<file path="src/rtl/vx_fp_div_arb.sv">
// Shares one pipelined FP divider among NUM_REQS requesters. Grants are round-robin, issue goes through a single
// register, and responses are routed back by the requester id carried in the divider tag.

module vx_fp_div_arb_slot #(
  parameter int IDW = 1,
  parameter int ID  = 0
) (
  input  logic [IDW-1:0] grant_id,
  input  logic           grant_vld,
  input  logic           can_load,
  input  logic           rsp_vld,
  input  logic [IDW-1:0] rsp_id,
  output logic           req_ready,
  output logic           rsp_valid
);
  localparam logic [IDW-1:0] MY_ID = IDW'(ID);

  assign req_ready = can_load && grant_vld && (grant_id == MY_ID);
  assign rsp_valid = rsp_vld && (rsp_id == MY_ID);
endmodule

module vx_fp_div_arb #(
  parameter int NUM_REQS      = 4,
  parameter int LANES         = 1,
  parameter int TAGW          = 1,
  parameter int MAX_INFL      = 8,
  parameter int INST_FRM_BITS = 3,
  localparam int IDW          = (NUM_REQS > 1) ? $clog2(NUM_REQS) : 1,
  localparam int DTAGW        = IDW + TAGW
) (
  input  logic                                   clk,
  input  logic                                   reset,

  input  logic [NUM_REQS-1:0]                    req_valid,
  output logic [NUM_REQS-1:0]                    req_ready,
  input  logic [NUM_REQS-1:0][TAGW-1:0]          req_tag,
  input  logic [NUM_REQS-1:0][INST_FRM_BITS-1:0] req_frm,
  input  logic [NUM_REQS-1:0][LANES-1:0][31:0]   req_dataa,
  input  logic [NUM_REQS-1:0][LANES-1:0][31:0]   req_datab,

  output logic [NUM_REQS-1:0]                    rsp_valid,
  input  logic [NUM_REQS-1:0]                    rsp_ready,
  output logic [TAGW-1:0]                        rsp_tag,
  output logic [LANES-1:0][31:0]                 rsp_result,

  output logic                                   div_valid_in,
  input  logic                                   div_ready_in,
  output logic [DTAGW-1:0]                       div_tag_in,
  output logic [INST_FRM_BITS-1:0]               div_frm,
  output logic [LANES-1:0][31:0]                 div_dataa,
  output logic [LANES-1:0][31:0]                 div_datab,
  input  logic [LANES-1:0][31:0]                 div_result,
  input  logic [DTAGW-1:0]                       div_tag_out,
  input  logic                                   div_valid_out,
  output logic                                   div_ready_out
);
  localparam int              CNTW     = $clog2(MAX_INFL) + 1;
  localparam logic [CNTW-1:0] INFL_MAX = CNTW'(MAX_INFL);
  localparam logic [IDW:0]    NREQ     = (IDW+1)'(NUM_REQS);
  localparam logic [IDW-1:0]  LAST_ID  = IDW'(NUM_REQS - 1);

  logic                     iss_valid;
  logic [IDW-1:0]           iss_id;
  logic [TAGW-1:0]          iss_tag;
  logic [INST_FRM_BITS-1:0] iss_frm;
  logic [LANES-1:0][31:0]   iss_dataa;
  logic [LANES-1:0][31:0]   iss_datab;

  logic [IDW-1:0]  ptr;
  logic [CNTW-1:0] infl;
  logic [CNTW-1:0] infl_after;

  logic [IDW-1:0]  grant_id;
  logic            grant_vld;
  logic [IDW:0]    cand_sum;
  logic [IDW-1:0]  cand;
  logic            can_load;
  logic            accept;
  logic            issue_fire;
  logic            rsp_fire;
  logic [IDW-1:0]  rsp_id;
  logic            rsp_id_ok;

  // Round-robin search starting at ptr; ptr and k are both below NUM_REQS, so one subtract wraps the sum.
  always_comb begin
    grant_id  = ptr;
    grant_vld = 1'b0;
    cand_sum  = '0;
    cand      = '0;
    for (int k = 0; k < NUM_REQS; k++) begin
      cand_sum = {1'b0, ptr} + (IDW+1)'(k);
      if (cand_sum >= NREQ) cand_sum = cand_sum - NREQ;
      cand = cand_sum[IDW-1:0];
      if (!grant_vld && req_valid[cand]) begin
        grant_vld = 1'b1;
        grant_id  = cand;
      end
    end
  end

  assign issue_fire = div_valid_in && div_ready_in;
  assign rsp_fire   = div_valid_out && div_ready_out;
  assign infl_after = infl - CNTW'(rsp_fire);
  // A response retiring this cycle frees its slot for an accept in the same cycle.
  assign can_load   = reset && (!iss_valid || issue_fire) && (infl_after < INFL_MAX);
  assign accept     = |(req_valid & req_ready);

  assign rsp_id    = div_tag_out[DTAGW-1:TAGW];
  assign rsp_id_ok = ({1'b0, rsp_id} < NREQ);

  for (genvar i = 0; i < NUM_REQS; i++) begin : g_slot
    vx_fp_div_arb_slot #(.IDW(IDW), .ID(i)) u_slot (
      .grant_id  (grant_id),
      .grant_vld (grant_vld),
      .can_load  (can_load),
      .rsp_vld   (div_valid_out),
      .rsp_id    (rsp_id),
      .req_ready (req_ready[i]),
      .rsp_valid (rsp_valid[i])
    );
  end

  // Responses with an out-of-range id have no owner and are drained rather than wedging the divider.
  assign div_ready_out = !div_valid_out || !rsp_id_ok || |(rsp_valid & rsp_ready);
  assign rsp_tag       = div_tag_out[TAGW-1:0];
  assign rsp_result    = div_result;

  assign div_valid_in = iss_valid && reset;
  assign div_tag_in   = {iss_id, iss_tag};
  assign div_frm      = iss_frm;
  assign div_dataa    = iss_dataa;
  assign div_datab    = iss_datab;

  always_ff @(posedge clk) begin
    if (!reset) begin
      iss_valid <= 1'b0;
      ptr       <= '0;
      infl      <= '0;
    end else begin
      if (accept) begin
        iss_valid <= 1'b1;
        ptr       <= (grant_id == LAST_ID) ? '0 : grant_id + 1'b1;
      end else if (issue_fire) begin
        iss_valid <= 1'b0;
      end
      case ({accept, rsp_fire})
        2'b10:   infl <= infl + 1'b1;
        2'b01:   infl <= infl - 1'b1;
        default: infl <= infl;
      endcase
    end
  end

  // Payload is not reset; it only matters once iss_valid is set.
  always_ff @(posedge clk) begin
    if (accept) begin
      iss_id    <= grant_id;
      iss_tag   <= req_tag[grant_id];
      iss_frm   <= req_frm[grant_id];
      iss_dataa <= req_dataa[grant_id];
      iss_datab <= req_datab[grant_id];
    end
  end
endmodule

</file>
<file path="config.mk">
export PLATFORM = sky130hd
export DESIGN_NAME = vx_fp_div_arb
export DESIGN_NICKNAME = d
export VERILOG_FILES = /design/src/rtl/vx_fp_div_arb.sv
export SDC_FILE = /design/constraint.sdc
export NUM_CORES = 1
export LEC_CHECK = 0
export ABC_AREA = 0
export CAP_MARGIN = 5
export CELL_PAD_IN_SITES_DETAIL_PLACEMENT = 1
export CELL_PAD_IN_SITES_GLOBAL_PLACEMENT = 2
export CORE_UTILIZATION = 16
export CTS_CLUSTER_DIAMETER = 100
export DETAILED_ROUTE_END_ITERATION = 10
export PLACE_DENSITY_LB_ADDON = 0.1
export SYNTH_ARGS = -nofsm -noshare
export SYNTH_HDL_FRONTEND = slang
export SYNTH_SLANG_ARGS = --single-unit
</file>
<file path="constraint.sdc">
create_clock -name clk -period 4.4 [get_ports clk]
set_input_delay 0.88 -clock clk [delete_from_list [all_inputs] [get_ports clk]]
set_output_delay 0.88 -clock clk [all_outputs]
set_load 0.01 [all_outputs]
</file>
==> results of run 1 <==
kinds of logic after synthesis:
| logic type | Yosys count |
|---|---|
| buffers and inverters | 67 |
| muxes | 71 |
| DFF | 77 |
| adders and majority gates | 8 |
| and+or+nand+nor | 35 |
| AOI/OAI and AO/OA | 22 |
| xor gates and xnor gates | 3 |
flip-flops by register name (all words and copies together), names as in the netlist:
signal,cells
div_dataa,32
div_datab,32
div_frm,3
infl,4
iss_id,2
iss_tag,1
iss_valid,1
ptr,2
cells in the mapped netlist (5+ instances only):
cell type	number
mux4_2	68
buf_6	7
nor2_1	5
inv_1	10
buf_2	7
dfxtp_1	7
buf_4	42
ha_1	7
o21ai_0	5
nand2_1	6
edfxtp_1	70
and2_1	8
worst max path at each step:
| stage | start | to | slack (ns) | cells past startpoint |
|---|---|---|---|---|
| detailed placement | req_valid[3] | infl[3]$_SDFFE_PN0P_ | -0.18 | 16 |
| global placement | req_valid[3] | infl[3]$_SDFFE_PN0P_ | -0.03 | 16 |
| CTS | req_valid[3] | infl[3]$_SDFFE_PN0P_ | 0.18 | 16 |
| global route | req_valid[3] | infl[3]$_SDFFE_PN0P_ | 0.0009 | 16 |
| floorplan | req_valid[0] | div_dataa[0]$_DFFE_PP_ | 0.22 | 10 |
| finish | req_valid[3] | infl[3]$_SDFFE_PN0P_ | 0.33 | 16 |
critical path: stages:
cell and delay, ns:
clkdlybuf4s50_1 0.59, nand3b_1 0.15, o31ai_1 0.11, o31ai_4 0.29, ha_1 0.25, a22o_1 0.17, o2111ai_2 0.17, nor4_2 0.26
nor2_2 0.07, ha_1 0.22, ha_1 0.27, a21o_1 0.18, a21oi_1 0.17, xnor2_1 0.09, or3_1 0.30, a21boi_0 0.16
stage by stage:
| step | hold WS, ns | total power [uW] | TNS (ns) | instances |
|---|---|---|---|---|
| after floorplan | 0.461 | 2420 | 0 | 283 |
| after global routing | 0.586 | 4350 | 0 | 1007 |
| after detailed placement | 0.531 | 3320 | -0.182 | 992 |
| final | 0.528 | 4100 | 0 | 1009 |
| after global placement | 0.520 | 3300 | -0.0263 | 992 |
| after CTS | 0.539 | 4220 | 0 | 1007 |
metal layers:
metal	global-route usage [%]	vias to the layer above
met5	0	-
met4	2.93	2
met3	4.63	32
met2	26.8	194
met1	15.0	1984
li1	-	1792
cell type report:
type	count	area (sq um)	share of cell area (%)
sequential	77	2240	24.9
timing repair buffer	382	3810	42.3
multi-input combinational	139	2080	23.2
clock inverter	6	113	1.25
antenna	2	5.00	0.0556
tap	384	480	5.34
inverter	10	41.3	0.459
clock buffer	9	225	2.50
power by group:
group	total (uW)	internal [uW]	leakage [uW]	switching, uW
Combinational	2030	1160	0.00220	869
Sequential	1200	1130	0.000703	74.0
Clock	871	553	0.000165	318
==> flow_metrics.py, run 1 <==
metrics = {
    "route": {
        "ant_nets": 0,
        "wl_met1_mm": 7.92,
        "vias_per_cell": 3.97,
        "drtPass1Iterations": 4,
        "met3_length_mm": 1.67,
        "via_count": 4004,
        "drc_errors": 0,
        "drtIter0Drc": 136,
        "route.met2.wl_mm": 12.0,
        "top_layer_used": "met5",
        "wl_per_cell_um": 21.6,
        "routed_wl_mm": 21.8,
    },
    "logic_synthesis": {
        "synth_top_family_by_area": "multiplexers",
        "ys_dominant_reg_cell": "edfxtp_1",
        "synth_cell_types": 41,
        "async_flop_share_pct": 0,
        "synth_seq_cells": 77,
        "synth_edf_count": 70,
        "syn_nets": 610,
        "syn-instance-count": 283,
        "synth_fa_ha_area_share_pct": 2.25,
        "ys_seq_area_share_pct": 46.9,
        "synthTopCellsByArea": "edfxtp_1 (44%), mux4_2 (32%), buf_4 (6.6%)",
        "ys_warn_count": 0,
        "synthMuxAreaShare_pct": 32.7,
        "syn-cell-area_sq_um": 4780,
        "yosys.area_share.simple_pct": 4.11,
        "synth-compound-area-share_pct": 3.59,
        "yosys.area.top_type": "edfxtp_1",
        "synthXorXnorAreaFrac_pct": 0.550,
        "synth.avg_cell_area_sq_um": 16.9,
        "synthDominantCellAreaShare_pct": 44.0,
    },
    "global_route": {
        "grt_pass1_wl_mm": 31.2,
        "grt_max_degree": 49,
        "grt-ovfl-total": 0,
        "first_global_vias": 4444,
        "grt_usage_pct": 14.1,
        "antenna_found_initial": 3,
    },
    "placed_design": {
        "place_ws_ns": -0.182,
        "io_buffers": 365,
        "dpl_cell_area_sq_um": 8640,
        "finalWeightedCongestion": 0.824,
        "dp_hpwl_mm": 18.0,
    },
    "cts": {
        "clkSinkCount": 77,
        "root_buffer": "clkbuf_16",
        "cts_resized": 0,
        "cts_hold_buf": 0,
        "ctsLongestPathBuffers": 2,
        "h-tree-depth": 3,
        "path_clk_slew_ns": 0.06,
        "cts_tree": "yes",
        "post_cts_buffers": 0,
        "clkLatencyLatePin_ns": 0.34,
        "numCtsBuffers": 9,
    },
    "critical_path": {
        "cp-end-kind": "flop",
        "regToRegSetupSlack_ns": 1.01,
        "r2r-start": "ptr[0]$_SDFFE_PN0P_",
        "reg2reg_depth": 16,
        "crit_required_ns": 4.66,
        "r2r-end": "infl[3]$_SDFFE_PN0P_",
        "worstSetupStartpointType": "input port",
        "criticalPathCategory": "input port to flop",
        "crit_fanout": 7,
        "arrival_ns": 4.34,
    },
    "power_and_ir_drop": {
        "p_per_area_nw_per_um2": 456,
        "peakVddDrop_uv": 222,
        "p_leak_uw": 0.00307,
    },
    "die": {
        "ioPinCount": 432,
        "core_area_sq_um": 29000,
        "die_area_sq_um": 30500,
        "initial_utilization_pct": 16.5,
        "die_h_um": 175,
        "fp-row-count": 62,
        "dieWidth_um": 175,
    },
    "worst_hold_path": {
        "hp-class": "flop to flop",
        "hold_start": "ptr[0]$_SDFFE_PN0P_",
        "whs_endpoint": "ptr[0]$_SDFFE_PN0P_",
        "hold_depth": 2,
    },
    "sta": {
        "max_freq_ghz": 0.246,
        "tightestPinTransition_ns": 0.743,
        "period_needed_ns": 4.07,
        "finalCritPeriodShare_pct": 92.5,
        "drv_slew": 0,
        "setup_viol": 0,
        "slew_headroom_pct": 50.4,
        "setup_slack_ns": 0.329,
        "finClkSkew_ns": 0.00464,
        "hold_viol_final": 0,
        "rsz0062_at_grt": "false",
    },
    "cells_and_area": {
        "fin_nets": 946,
        "final_cell_mix": "clkdlybuf4s50_1 (365), edfxtp_1 (70), mux4_2 (68), buf_4 (15)",
        "syn_to_final_growth_pct": 88.4,
        "nFillCells": 3101,
        "drive_gt1_share_pct": 17.3,
        "finish.instance_area_sq_um": 9000,
        "final_common_cell": "clkdlybuf4s50_1",
        "fin_util_pct": 31.0,
    },
    "status": {
        "status": "finished, final reports clean",
    },
    "flow_run": {
        "cap_violations": 0,
    },
}
No activity file was read; power rests on OpenSTA's default activity.
==> run 2: changes to the inputs <==
PLACE_DENSITY_LB_ADDON = 0.12   (was 0.1)
==> flow_metrics.py, run 2 (synthesis results as in run 1) <==
metrics = {
    "power_and_ir_drop": {
        "p_per_area_nw_per_um2": 446,
        "sequentialPowerShare_pct": 30.0,
        "power_switching_uw": 1270,
        "combPwrFrac_pct": 51.0,
        "p_leak_uw": 0.00307,
        "sw_frac_of_total_pct": 31.7,
        "p_int_uw": 2730,
        "peakVddDrop_uv": 186,
        "power_frac_clock_pct": 19.0,
    },
    "critical_path": {
        "criticalPathCategory": "input port to flop",
        "regToRegSetupSlack_ns": 0.81,
        "critPathLaunch": "req_valid[2]",
        "worstSetupStartpointType": "input port",
        "cp-end-kind": "flop",
        "arrival_ns": 4.39,
        "crit_required_ns": 4.67,
        "crit_fanout": 5,
        "r2r-start": "ptr[0]$_SDFFE_PN0P_",
    },
    "sta": {
        "setup_viol": 0,
        "hold_viol_final": 0,
        "max_freq_ghz": 0.243,
        "tightestPinTransition_ns": 0.958,
        "rsz0062_at_grt": "false",
        "period_needed_ns": 4.12,
        "finClkSkew_ns": 0.00682,
        "whs_ns": 0.537,
        "setup-tns-final_ns": 0,
        "drv_slew": 0,
        "slew_headroom_pct": 36.1,
        "finalCritPeriodShare_pct": 93.7,
    },
    "die": {
        "die_area_sq_um": 30500,
        "fp-row-count": 62,
        "dieWidth_um": 175,
        "core_area_sq_um": 29000,
        "initial_utilization_pct": 16.5,
        "die_h_um": 175,
        "ioPinCount": 432,
    },
    "global_route": {
        "grt_usage_pct": 14.0,
        "first_global_vias": 4448,
        "grt_pass1_wl_mm": 30.8,
        "grt_max_degree": 48,
        "antenna_found_initial": 4,
        "grt-ovfl-total": 0,
    },
    "cts": {
        "path_clk_slew_ns": 0.07,
        "ctsLongestPathBuffers": 2,
        "numCtsBuffers": 9,
        "cts_tree": "yes",
        "clkSinkCount": 77,
        "root_buffer": "clkbuf_16",
        "h-tree-depth": 3,
        "cts_hold_buf": 0,
        "clkLatencyLatePin_ns": 0.34,
    },
    "cells_and_area": {
        "final_common_cell": "clkdlybuf4s50_1",
        "syn_to_final_growth_pct": 87.8,
        "register_area_sq_um": 2240,
        "drive_gt1_share_pct": 17.4,
        "nFillCells": 3116,
        "final_cell_mix": "clkdlybuf4s50_1 (362), edfxtp_1 (70), mux4_2 (68), buf_4 (16)",
        "multi_input_area_sq_um": 2080,
        "finish.instance_area_sq_um": 8970,
        "fin_nets": 947,
    },
    "flow_run": {
        "cap_violations": 0,
    },
    "status": {
        "status": "finished, final reports clean",
    },
    "route": {
        "vias_per_cell": 3.99,
        "ant_nets": 0,
        "drtIter0Drc": 124,
        "drc_errors": 0,
        "routed_wl_mm": 21.7,
        "drtPass1Iterations": 4,
        "wl_per_cell_um": 21.5,
        "via_count": 4040,
    },
    "placed_design": {
        "finalWeightedCongestion": 0.825,
        "dpl_cell_area_sq_um": 8630,
        "io_buffers": 365,
        "dp_hpwl_mm": 18.1,
    },
    "worst_hold_path": {
        "hp-class": "flop to flop",
        "hold_start": "iss_valid$_SDFFE_PN0P_",
    },
}
run 2: repair_timing:
| item | 4_1_cts | 5_1_grt |
|---|---|---|
| resized for setup | 0 | 6 |
| buffers inserted | 0 | 2 |
| endpoints found under the setup margin | 0 | 1 |
run 2: final timing paths:
kind	to	depth (start not counted)
worst min-delay path	iss_valid$_SDFFE_PN0P_	2
worst max register to register	infl[3]$_SDFFE_PN0P_	16
worst min register to register	iss_valid$_SDFFE_PN0P_	2
worst max-delay path	infl[3]$_SDFFE_PN0P_	17
run 2: through the flow:
stage	cells	total power [uW]	util, %	setup slack, ns
4_1_cts	1007	4110	30.8	0.177
6_report	1013	4000	30.9	0.279
3_3_place_gp	991	3300	29.8	0.0157
5_1_grt	1011	4260	30.9	0.0187
3_5_place_dp	991	3320	29.8	-0.168
2_1_floorplan	283	2420	-	0.224
run 2: layout make-up:
type,count,area share (%)
repair buffers,383,42.6
flip-flops and latches,77,25.0
multi-input cells,139,23.2
well taps,384,5.36
clock buffers,9,2.51
clock inverters,7,0.823
inverters,10,0.460
diodes,4,0.112
run 2: power by group through the flow:
stage / Sequential (uW) / Clock, uW / Combinational (uW)
after floorplan: 1300 / 0 / 1120
after CTS: 1200 / 801 / 2110
after global placement: 1210 / 0 / 2090
after global routing: 1220 / 823 / 2220
final: 1200 / 761 / 2040
after detailed placement: 1220 / 0 / 2100
run 2: critical path: stages:
cell and delay, ns:
clkdlybuf4s50_1 0.54, nor2_1 0.07, a211o_1 0.33, o211ai_4 0.11, inv_1 0.13, ha_1 0.22, a22o_1 0.24, o2111ai_1 0.29
a211oi_1 0.11, nor2_2 0.15, ha_1 0.18, ha_1 0.23, a21o_1 0.18, a21oi_1 0.17, xnor2_1 0.09, or3_1 0.30
a21boi_0 0.17
run 2: metal layers:
metal  global-route usage (%)  wire length, um
met1                     14.2             7530
met3                     4.24             1730
met4                     5.04              340
met2                     26.8            12100
met5                        0                0
==> run 3: changes to the inputs <==
PLACE_DENSITY_LB_ADDON = 0.1   (was 0.12)
==> results of run 3 <==
Same layout as run 1: the final DEF is identical, and so are final timing and power.
